File: src/rtl/ps2_keydec.sv
// rtl/ps2_keydec.sv - PS/2 keyboard receiver: sync, glitch filter, frame FSM, set-2 make/break decoder.
// Optional PS2_PARITY_CHECK_EN enforces odd parity; without it the parity bit is sampled and ignored.
module ps2_keydec #(
  parameter int FILT_LEN    = 4,
  parameter int TIMEOUT_CYC = 50000
) (
  input  logic        CLK_SYS,
  input  logic        RST_N,
  input  logic        PS2_CLK,
  input  logic        PS2_DAT,
  output logic [10:0] PS2_KEY,
  output logic        ERR
);

  localparam logic [3:0]  FILT_MAX = 4'(FILT_LEN - 1);
  localparam logic [19:0] TO_MAX   = 20'(TIMEOUT_CYC - 1);
`ifdef PS2_PARITY_CHECK_EN
  localparam bit PAR_CHECK = 1'b1;
`else
  localparam bit PAR_CHECK = 1'b0;
`endif

  typedef enum logic [1:0] {IDLE, DATA, PARITY, STOP} state_t;

  // Index 0 carries the clock line, index 1 the data line.
  logic [1:0] raw;
  logic [1:0] meta_q;
  logic [1:0] sync_q;
  logic [1:0] filt_q;
  logic [3:0] fcnt_q [2];
  logic       clk_prev_q;
  logic       fall;
  logic       dat;

  state_t      state_q;
  logic [2:0]  bit_q;
  logic [7:0]  shift_q;
  logic        par_q;
  logic [19:0] to_q;
  logic        ext_q;
  logic        brk_q;
  logic [10:0] key_q;
  logic        err_q;
  logic        par_ok;

  assign raw = {PS2_DAT, PS2_CLK};

  always_ff @(posedge CLK_SYS) begin
    if (!RST_N) begin
      meta_q     <= 2'b11;
      sync_q     <= 2'b11;
      filt_q     <= 2'b11;
      fcnt_q[0]  <= '0;
      fcnt_q[1]  <= '0;
      clk_prev_q <= 1'b1;
    end else begin
      meta_q     <= raw;
      sync_q     <= meta_q;
      clk_prev_q <= filt_q[0];
      // A line flips only after FILT_LEN consecutive samples disagree with it.
      for (int i = 0; i < 2; i++) begin
        if (sync_q[i] == filt_q[i]) begin
          fcnt_q[i] <= '0;
        end else if (fcnt_q[i] == FILT_MAX) begin
          filt_q[i] <= sync_q[i];
          fcnt_q[i] <= '0;
        end else begin
          fcnt_q[i] <= fcnt_q[i] + 4'd1;
        end
      end
    end
  end

  assign fall   = clk_prev_q & ~filt_q[0];
  assign dat    = filt_q[1];
  assign par_ok = !PAR_CHECK || (^{shift_q, par_q});

  always_ff @(posedge CLK_SYS) begin
    if (!RST_N) begin
      state_q <= IDLE;
      bit_q   <= '0;
      shift_q <= '0;
      par_q   <= 1'b0;
      to_q    <= '0;
      ext_q   <= 1'b0;
      brk_q   <= 1'b0;
      key_q   <= '0;
      err_q   <= 1'b0;
    end else begin
      err_q <= 1'b0;
      if (state_q == IDLE) begin
        to_q <= '0;
        if (fall && !dat) begin
          state_q <= DATA;
          bit_q   <= '0;
        end
      end else if (fall) begin
        to_q <= '0;
        case (state_q)
          DATA: begin
            shift_q <= {dat, shift_q[7:1]};
            if (bit_q == 3'd7) state_q <= PARITY;
            else               bit_q   <= bit_q + 3'd1;
          end
          PARITY: begin
            par_q   <= dat;
            state_q <= STOP;
          end
          default: begin
            state_q <= IDLE;
            if (dat && par_ok) begin
              case (shift_q)
                8'hE0: ext_q <= 1'b1;
                8'hF0: brk_q <= 1'b1;
                8'hE1, 8'hAA, 8'hFA, 8'hEE, 8'hFE, 8'h00, 8'hFF: begin
                  ext_q <= 1'b0;
                  brk_q <= 1'b0;
                end
                default: begin
                  key_q <= {~key_q[10], ~brk_q, ext_q, shift_q};
                  ext_q <= 1'b0;
                  brk_q <= 1'b0;
                end
              endcase
            end else begin
              err_q <= 1'b1;
              ext_q <= 1'b0;
              brk_q <= 1'b0;
            end
          end
        endcase
      end else if (to_q == TO_MAX) begin
        // Line went quiet mid-frame: abandon it and forget any pending prefix.
        state_q <= IDLE;
        to_q    <= '0;
        err_q   <= 1'b1;
        ext_q   <= 1'b0;
        brk_q   <= 1'b0;
      end else begin
        to_q <= to_q + 20'd1;
      end
    end
  end

  assign PS2_KEY = key_q;
  assign ERR     = err_q;

endmodule
File: config.mk
export PLATFORM = sky130hd
export DESIGN_NAME = ps2_keydec
export DESIGN_NICKNAME = d
export VERILOG_FILES = /design/src/rtl/ps2_keydec.sv
export SDC_FILE = /design/constraint.sdc
export NUM_CORES = 1
export LEC_CHECK = 0
export ABC_AREA = 1
export BUFFER_PORTS_ARGS = -buffer_cell sky130_fd_sc_hd__clkbuf_2
export CORE_AREA = 3 3 77 79
export DETAILED_ROUTE_END_ITERATION = 8
export DIE_AREA = 0 0 80 82
export PLACE_DENSITY = 0.76
export REMOVE_ABC_BUFFERS = 1
export SKIP_LAST_GASP = 1
export SYNTH_ARGS = -nofsm -noshare
export SYNTH_HDL_FRONTEND = slang
export SYNTH_SLANG_ARGS = --single-unit
File: constraint.sdc
create_clock -name CLK_SYS -period 3.8 [get_ports CLK_SYS]
set_clock_uncertainty 0.05 [all_clocks]
set_input_delay 0.57 -clock CLK_SYS [delete_from_list [all_inputs] [get_ports CLK_SYS]]
set_output_delay 0.57 -clock CLK_SYS [all_outputs]
set_load 0.05 [all_outputs]
[After elaboration in Yosys (flattened, before gate mapping)]
Memories as Yosys holds them, arrays and structs flattened.
Index checks and enable logic that the tools add are counted.
Cells by class
  add/sub/neg operators: 4
  eq/ne operators: 22
  reduce and logical (&&, ||, !) cells: 20
  mux-type cells: 53
  bitwise gates (word level): 16
Operator list (count)
  8-bit equality test, second input constant: 8
  1-bit 2-to-1 mux: 34
  4-bit 2-to-1 mux: 6
  20-bit by 1-bit adder with 20-bit output, second input constant: 1
  20-bit by 16-bit equality test with 1-bit output, second input constant: 1
  3-bit 2-to-1 mux: 5
  4-bit AND reduction: 3
  2-bit 2-to-1 mux: 5
  1-bit NOT: 9
  9-bit OR reduction: 1
  4-bit by 1-bit adder with 4-bit output, second input constant: 2
  4-bit by 2-bit equality test with 1-bit output, second input constant: 2
  8-bit logical NOT: 1
  3-bit inequality test, second input constant: 2
  1-bit OR: 6
  3-bit AND reduction: 2
  2-bit nonzero test: 3
  5-bit AND reduction: 1
  2-bit inequality test, second input constant: 2
  4-bit inequality test, second input constant: 1
  1-bit one-hot mux with 2 select lines: 2
  2-bit one-hot mux with 2 select lines: 1
  2-bit AND reduction: 2
  2-bit OR reduction: 2
  12 further kinds: 13
Word-level totals
  register bits: 54
  memories kept: 1
  input bits: 4
  bits in writable memories: 8
  logic and storage cells: 129
Memory list
  fcnt_q: depth 2, width 4, rd ports 2, clocked after memory_dff 0, write ports 2, RTL line 30  | logic [3:0] fcnt_q [2];

[Longest topological paths before layout]
Gate-level depths: netlist of the first run.
An unclocked memory read counts as a cell.
  depth in word-level cells: 8
  mapped depth: 11
  mapped depth without buffers: 11

[Worst setup path after synthesis of the first run]
Ideal clock, no wire load.
  path kind: register -> register
  start point: register state_q[0]
  end point: register key_q[0], in the netlist PS2_KEY[0]
  cell stages (with the launch flop): 12
  period minus slack after synthesis: 1547 ps
  setup slack: 2253 ps
  buffers on the path: 1
  data arrival time: 1383 ps
  cell sequence: dfxtp_1 -> inv_1 -> ha_1 -> inv_1 -> nand2_1 -> nor2_2 -> nand3_1 -> nor2_1 -> buf_4 -> nand3_1 -> nand2_1 -> nor2_1
Between the ends
  cells in the longest elaborated chain, start to end: 4
Ends and longest elaborated chain
  start, declared: RTL line 35  | state_t state_q;
  start signal, assigned: RTL line 80  | state_q <= IDLE;
  start signal, assigned: RTL line 94  | state_q <= DATA;
  start signal, assigned: RTL line 102  | if (bit_q == 3'd7) state_q <= PARITY;
  2-bit equality test / 2-bit by 1-bit equality test with 1-bit output (equally long branches)
  2-bit OR reduction (no source line)
  1-bit NOT (no source line)
  5-bit AND reduction (no source line) (*)
  end signal, assigned: RTL line 120  | key_q <= {~key_q[10], ~brk_q, ext_q, shift_q};
  end, declared: RTL line 42  | logic [10:0] key_q;
Mark *: on every way between the ends. The rest lies on a longest branch, timed or not.
A chain may end at the register's enable or synchronous reset.

[Worst setup path after layout of the first run]
  start point: register state_q[0]
  end point: register key_q[10], in the netlist PS2_KEY[10]
Same word-level chain as after synthesis.

==> impl_metrics.toml, run 1 <==
[outcome]
status = "finished clean"

[global_route]
grt_pass1_wl_mm = 9.50
use_met3_pct = 4.28
grt_pass1_vias = 2349
gr-total-overflow = 0
gr-usage-met2_pct = 31.5
grt.busiest_layer = "met2"
antenna_found_initial = 0
track_usage_pct = 18.5
met1_usage_pct = 21.3
grt_max_degree = 28

[timing]
max_slew.worst_pin.slew_ps = 805
period_needed_ps = 2100
setup_viol = 0
finalMaxSlewViolations = 0
holdWs_ps = 357
finalHoldViolCount = 0
period_share_pct = 55.2
max_slew_margin_pct = 46.2
grt_setup_unrepaired = "no"
timing.fmax_mhz = 477
tns_ps = 0

[worst_setup_path]
timing.reg2reg.setup_slack_ps = 1700
critical_path_required_ps = 4040
r2r-start = "state_q[0]"
critPathMaxFanout = 11
start_kind = "register"
endpoint_kind = "register"
rr_worst_depth = 11
worstSetupPathType = "reg2reg"
crit_arrival_ps = 2330
rr_endpoint = "PS2_KEY[10]"

[floorplanning]
rows = 27
io-pin-count = 16
die_area_um2 = 6560
dieWidth_um = 80
die_h_um = 82
start_util_pct = 57.6
fp.coreArea_um2 = 5410

[synth]
synth-warning-count = 0
ys_seq_area_share_pct = 42.4
ys_top_cells_by_area = "dfxtp_1 35%, nand2_1 10%, nor2_1 8.4%, edfxtp_1 7.7%, inv_1 5.5%"
synth_area_um2 = 3110
synth_top_area_share_pct = 34.7
ys_ff_latch = 62
postSynthAreaPerCell_um2 = 7.41
synth_cells = 420
yosysUniqueCellTypes = 34
ys_dominant_reg_cell = "dfxtp_1"
synth_top_area_cell = "dfxtp_1"
synthArstFlopShare_pct = 0
synth_edf_count = 8

[cts]
cts_root_buf = "clkbuf_8"
insertion_delay_ps = 340
htreeDepth = 3
cts_hold_buf = 0
cts_buffers = 9
ctsResizeCount = 0
cts_tree = "yes"
clk_pin_slew_worst_paths_ps = 70
clockBufferDepth = 2
numClockSinks = 62
post_cts_buffers = 0

[power_and_ir_drop]
p_int_mw = 0.981
switching_share_pct = 22.7
seq_power_share_pct = 53.2
switching_power_mw = 0.287
power.density_nw_per_um2 = 369
power_mw = 1.27
power_frac_comb_pct = 2.1
p_leak_nw = 1.40
vdd_drop_max_v = 0.000279
pwr-share-clk_pct = 44.8

[layout]
final_cells = 522
fin_util_pct = 63.7
diodes = 0
final_nets = 457
drive_gt1_share_pct = 14.9
area_delta_synth_final_pct = 10.5

[routing]
vias_per_cell = 4.96
post_drt_wl_per_cell_um = 10.6
drcViolationCount = 0
drt_iter0_drc = 128
final_antenna_net_count = 0
wl_mm = 5.55
drtPass1Iterations = 4
dr_total_vias = 2589

[placement]
routabilityCongestion = 0.869
placed_cells = 506
dp.final_hpwl_mm = 4.02
io_buffers = 15

[hold_path]
hold_path_end = "meta_q[0]"
hp-start = "PS2_CLK"
min_path_cells = 2
hold_path.class = "in2reg"

[job]
drv_cap = 0
==> critical path, cell delays in order (launching register included) <==
cell,delay [ps]
dfxtp_1,360
inv_1,70
ha_1,280
inv_2,110
nand2_1,70
nor2_2,120
nand3_1,80
nor2_1,510
nand2_1,150
nand2_1,90
nand2_1,50
nor2_1,90
==> logic make-up after synthesis <==
| group | count (synthesis) | share of synthesized area [%] |
|---|---|---|
| and+or+nand+nor | 234 | 36.2 |
| DFF | 62 | 42.4 |
| buffers and inverters | 61 | 8.12 |
| AOI/OAI and AO/OA | 46 | 7.71 |
| xor gates and xnor gates | 8 | 2.25 |
| adders and majority gates | 8 | 3.21 |
| other | 1 | 0.120 |
==> synth_stat cells, types with 5 or more instances <==
| library cell | count |
|---|---|
| nand4_1 | 7 |
| inv_1 | 46 |
| inv_2 | 7 |
| nand2_1 | 83 |
| dfxtp_1 | 54 |
| xor2_1 | 7 |
| ha_1 | 8 |
| nor2_2 | 5 |
| nand3_1 | 31 |
| nor2_1 | 70 |
| or2_2 | 6 |
| a21oi_1 | 25 |
| o21ai_0 | 17 |
| edfxtp_1 | 8 |
| nor3_1 | 9 |
==> sequential cells by signal (all words and copies together), names as in the netlist <==
register	cells
ERR	1
PS2_KEY	11
bit_q	3
brk_q	1
clk_prev_q	1
ext_q	1
fcnt_q	8
filt_q	2
meta_q	2
shift_q	8
state_q	2
sync_q	2
to_q	20
==> power groups by stage <==
stage | registers, mW | clock network (mW) | logic (mW)
global placement | 0.689 | 0 | 0.0254
finish | 0.674 | 0.568 | 0.0264
CTS | 0.674 | 0.576 | 0.0264
global route | 0.675 | 0.599 | 0.0310
detailed placement | 0.689 | 0 | 0.0262
floorplan | 0.688 | 0 | 0.0184
==> how the worst max path moves through the flow <==
stage,to,start,depth (start not counted),slack (ps)
finish,PS2_KEY[10],state_q[0],11,1700
global route,PS2_KEY[10],state_q[0],11,1440
CTS,to_q[2],to_q[0],8,1680
detailed placement,to_q[2],RST_N,5,1430
global placement,to_q[12],RST_N,5,1530
floorplan,PS2_KEY[10],state_q[0],10,2040
==> cell usage in the layout, fill, tap and decap left out, types with 9 or more instances in the layout <==
cell / n
nand3_1: 31
nor2_1: 70
clkbuf_2: 15
dfxtp_1: 54
nor3_1: 9
inv_1: 46
clkbuf_8: 9
nand2_1: 83
a21oi_1: 25
o21ai_0: 17
==> final cells by class <==
type / instances / area [um2]
clock inverters: 6 / 61.3
fillers: 471 / 1960
clock buffers: 10 / 128
flip-flops and latches: 62 / 1320
inverters: 53 / 199
multi-input cells: 304 / 1570
well taps: 72 / 90.1
repair buffers: 15 / 75.1
==> routing by layer <==
metal  wire length (um)  part of all wire (%)  vias up
met2               2590                    47       50
met4                173                   3.1        0
li1                   -                     -     1381
met3                211                   3.8       16
met5                  0                     0        -
met1               2580                    46     1142
==> stage by stage <==
step / instance area [um2] / worst slack [ps]
CTS: 3440 / 1680
finish: 3440 / 1700
global route: 3440 / 1440
detailed placement: 3250 / 1430
global placement: 3250 / 1530
floorplan: 3090 / 2040
Power figures use the tool's default switching activity.
==> run 2: changes to the inputs <==
- clock period: 3.8 -> 2 ns (I/O delays scaled with it)
==> impl_metrics.toml, run 2 (synthesized netlist as in run 1, its figures left out) <==
[timing]
period_share_pct = 86.7
max_slew_margin_pct = 59.9
finalHoldViolCount = 0
timing.fmax_mhz = 577
finalMaxSlewViolations = 0
grt_setup_unrepaired = "no"
max_slew.worst_pin.slew_ps = 599
tns_ps = 0
setup_viol = 0
period_needed_ps = 1730

[worst_setup_path]
r2r-start = "state_q[0]"
critPathMaxFanout = 11
critical_path_required_ps = 2230
rr_worst_depth = 12
worstSetupPathType = "reg2reg"
crit_arrival_ps = 1960
crit_top_cell = "nand2_1"
rr_endpoint = "PS2_KEY[10]"
critPathMaxStageDelay_ps = 360
timing.reg2reg.setup_slack_ps = 270
cp_top_family = "simple AND/OR/NAND/NOR gates"
crit_buf_inv = 3
crit_chain = "inv_1 -> ha_1 -> inv_1 -> nand2_1 -> nor2_2 -> nand3_1 -> nor2_1 -> buf_4 -> nand2_1 -> nand2_1 -> nand2_1 -> nor2_1"
endpoint_kind = "register"
start_kind = "register"
cp_slowest_cell = "dfxtp_1"

[layout]
multiInputGateArea_um2 = 1570
fin_util_pct = 64.4
diodes = 0
drive_gt1_share_pct = 15.9
fillers = 506
top_register = "to_q"
seq_area_um2 = 1320
largest_register_ffs = 20
final_nets = 461
layout_common_cells = "83 x nand2_1, 70 x nor2_1, 54 x dfxtp_1"
area_delta_synth_final_pct = 11.8
layout_commonest_cell = "nand2_1"

[placement]
routabilityCongestion = 0.859
dp.final_hpwl_mm = 4.15
io_buffers = 15

[floorplanning]
start_util_pct = 57.6
dieWidth_um = 80
die_area_um2 = 6560
fp.coreArea_um2 = 5410
rows = 27
die_h_um = 82
io-pin-count = 16

[global_route]
track_usage_pct = 19.0
gr-total-overflow = 0
grt_max_degree = 25
antenna_found_initial = 0
grt_pass1_wl_mm = 9.76
grt_pass1_vias = 2359

[cts]
cts_tree = "yes"
insertion_delay_ps = 340
numClockSinks = 62
cts_root_buf = "clkbuf_8"
clk_pin_slew_worst_paths_ps = 70
cts_hold_buf = 0
post_cts_buffers = 0
cts_buffers = 9
htreeDepth = 3
clockBufferDepth = 2
ctsResizeCount = 0

[power_and_ir_drop]
switching_share_pct = 21.8
vdd_drop_max_v = 0.000442
p_leak_nw = 1.42
power.density_nw_per_um2 = 697
pwr-share-clk_pct = 45.0
power_frac_comb_pct = 2.2
seq_power_share_pct = 52.8
p_int_mw = 1.90
switching_power_mw = 0.529

[job]
drv_cap = 0

[routing]
drt_iter0_drc = 157
wl_mm = 5.56
final_antenna_net_count = 0
drcViolationCount = 0
dr_total_vias = 2563
post_drt_wl_per_cell_um = 10.6
vias_per_cell = 4.87
drtPass1Iterations = 4

[hold_path]
hold_path_end = "meta_q[0]"
hp-start = "PS2_CLK"
min_path_cells = 2
hold_path.class = "in2reg"

[outcome]
status = "finished clean"
-- run 2: how the worst max path moves through the flow --
stage	slack [ps]	start	cells after the start	end
after floorplan	240	state_q[0]	10	PS2_KEY[10]
after global placement	340	shift_q[1]	9	PS2_KEY[10]
after detailed placement	300	state_q[0]	12	PS2_KEY[10]
after CTS	280	state_q[0]	12	PS2_KEY[10]
after global routing	60	state_q[0]	12	PS2_KEY[10]
final	270	state_q[0]	12	PS2_KEY[10]
-- run 2: power groups by stage --
stage,combinational (mW),clock (mW),sequential (mW)
after floorplan,0.0349,0,1.31
after global placement,0.0505,0,1.31
after detailed placement,0.0515,0,1.31
after CTS,0.0521,1.13,1.28
after global routing,0.0604,1.18,1.28
final,0.0523,1.09,1.28
-- run 2: stage by stage --
stage                     total power [mW]  cells  cell area, um2  setup slack [ps]  hold slack, ps
final                                 2.43    526            3480               267            88.9
after global routing                  2.52    526            3480              62.7            88.7
after CTS                             2.46    526            3480               277            71.9
after detailed placement              1.36    510            3280               295             368
after global placement                1.36    510            3280               342             347
after floorplan                       1.34    419            3090               241             319
-- run 2: area by class of cell --
cell class                 instances  share of cell area (%)
clock inverter                     6                    1.76
clock buffer                      10                    3.95
inverter                          53                    5.72
sequential                        62                    38.0
tap                               72                    2.59
timing repair buffer              19                    3.02
multi-input combinational        304                    45.0
-- run 2: layer usage --
layer  vias to the layer above  track usage (%)  wire length [um]
met5                         -                0                 0
met4                         0             9.63                68
met3                         5             5.59               238
met2                        37             32.9              2690
met1                      1128             21.3              2560
li1                       1393                -                 -
==> run 3: changes to the inputs <==
- clock period: 2 -> 1.75 ns (I/O delays scaled with it)
==> impl_metrics.toml, run 3 (synthesized netlist as in run 1, its figures left out) <==
[timing]
timing.fmax_mhz = 608
period_share_pct = 94.1
finalMaxSlewViolations = 0
finalHoldViolCount = 0
setup_ws_ps = 104
holdWs_ps = 52.8
setup_viol = 0
tns_ps = 0
period_needed_ps = 1650

[worst_setup_path]
endpoint_kind = "register"
worstSetupPathType = "reg2reg"
start_kind = "register"
crit_arrival_ps = 1830
rr_worst_depth = 11
critPathMaxFanout = 6
critical_path_required_ps = 1930

[cts]
insertion_delay_ps = 340
cts_buffers = 9
clockBufferDepth = 2
cts_root_buf = "clkbuf_8"
cts_hold_buf = 0
htreeDepth = 3
clk_pin_slew_worst_paths_ps = 70
cts_tree = "yes"
numClockSinks = 62

[routing]
drcViolationCount = 0
dr_total_vias = 2594
wl_mm = 5.63
wl_met2_mm = 2.73
m1WireLength_mm = 2.55
maxUsedRoutingLayer = "met4"
vias_per_cell = 4.89
final_antenna_net_count = 0
drt_iter0_drc = 70
drtPass1Iterations = 4
dr_wl_met3_um = 218
post_drt_wl_per_cell_um = 10.6

[power_and_ir_drop]
power_mw = 2.66
seq_power_share_pct = 55.1
switching_share_pct = 22.2
switching_power_mw = 0.591
power.density_nw_per_um2 = 754
p_int_mw = 2.07
pwr-share-clk_pct = 42.7
vdd_drop_max_v = 0.000503
power_frac_comb_pct = 2.2
p_leak_nw = 1.44

[global_route]
antenna_found_initial = 0
grt_max_degree = 24
track_usage_pct = 18.6
gr-total-overflow = 0
grt_pass1_vias = 2387
grt_pass1_wl_mm = 9.56

[layout]
top_register = "to_q"
drive_gt1_share_pct = 17.5
fillers = 457
diodes = 0
final_nets = 465
layout_common_cells = "83 x nand2_1, 68 x nor2_1, 52 x dfxtp_1"
area_delta_synth_final_pct = 13.2
layout_commonest_cell = "nand2_1"
largest_register_ffs = 20

[floorplanning]
fp.coreArea_um2 = 5410
die_area_um2 = 6560
start_util_pct = 57.6
die_h_um = 82
rows = 27
io-pin-count = 16
dieWidth_um = 80

[outcome]
status = "finished clean"

[placement]
routabilityCongestion = 0.846
dp.final_hpwl_mm = 4.11
dp_slack_ps = 53.4
io_buffers = 15

[hold_path]
min_path_cells = 2
hold_path.class = "in2reg"

[job]
drv_cap = 0
[run 3: cell count changes in the layout (fill, tap and decap cells not counted), sizes merged]
| cell | before | now |
|---|---|---|
| clkinvlp | 1 | 2 |
| bufinv | 1 | 0 |
| clkinv | 4 | 1 |
| clkbuf | 25 | 28 |
| buf | 4 | 8 |
[run 3: per-stage QoR]
step	area (um2)	std cells	util, %
after global routing	3520	530	65.2
after global placement	3310	512	61.2
after floorplan	3090	419	-
after detailed placement	3310	512	61.2
after CTS	3490	528	64.5
final	3520	530	65.2
[run 3: area by class of cell]
type,instances,area (um2),area share (%)
inverter,53,199,5.64
clock inverter,3,20.0,0.568
timing repair buffer,23,151,4.30
multi-input combinational,304,1580,44.9
clock buffer,13,159,4.51
sequential,62,1320,37.6
tap,72,90.1,2.56
[run 3: timing repair]
action                                  4_1_cts  5_1_grt
endpoints found under the setup margin        0       11
resized for setup                             0       10
setup buffers                                 0        1
[run 3: routing by layer]
| metal | vias to the layer above | track usage [%] |
|---|---|---|
| met4 | 0 | 9.80 |
| met2 | 49 | 32.5 |
| met5 | - | 0 |
| li1 | 1406 | - |
| met1 | 1125 | 20.5 |
| met3 | 14 | 5.59 |
[run 3: final timing paths]
check	startpoint	endpoint	slack, ps
max	state_q[0]	PS2_KEY[10]	100
max reg2reg	state_q[0]	PS2_KEY[10]	100
min reg2reg	meta_q[1]	sync_q[1]	370
min	PS2_CLK	meta_q[0]	50
[run 3: power by group through the flow]
stage	Clock, mW	Combinational [mW]	Sequential [mW]
5_1_grt	1.23	0.0698	1.47
3_5_place_dp	0	0.0586	1.50
2_1_floorplan	0	0.0398	1.49
4_1_cts	1.18	0.0587	1.46
6_report	1.13	0.0584	1.46
3_3_place_gp	0	0.0574	1.50
[run 3: worst max-delay path, stage by stage (launching register included)]
cell	delay, ps
dfxtp_2	340
inv_1	60
ha_1	290
inv_2	60
nand2_1	50
nor2_2	110
nand3_2	90
nor2_4	130
buf_6	120
nand2_1	60
nor2_1	120
nor2_1	50
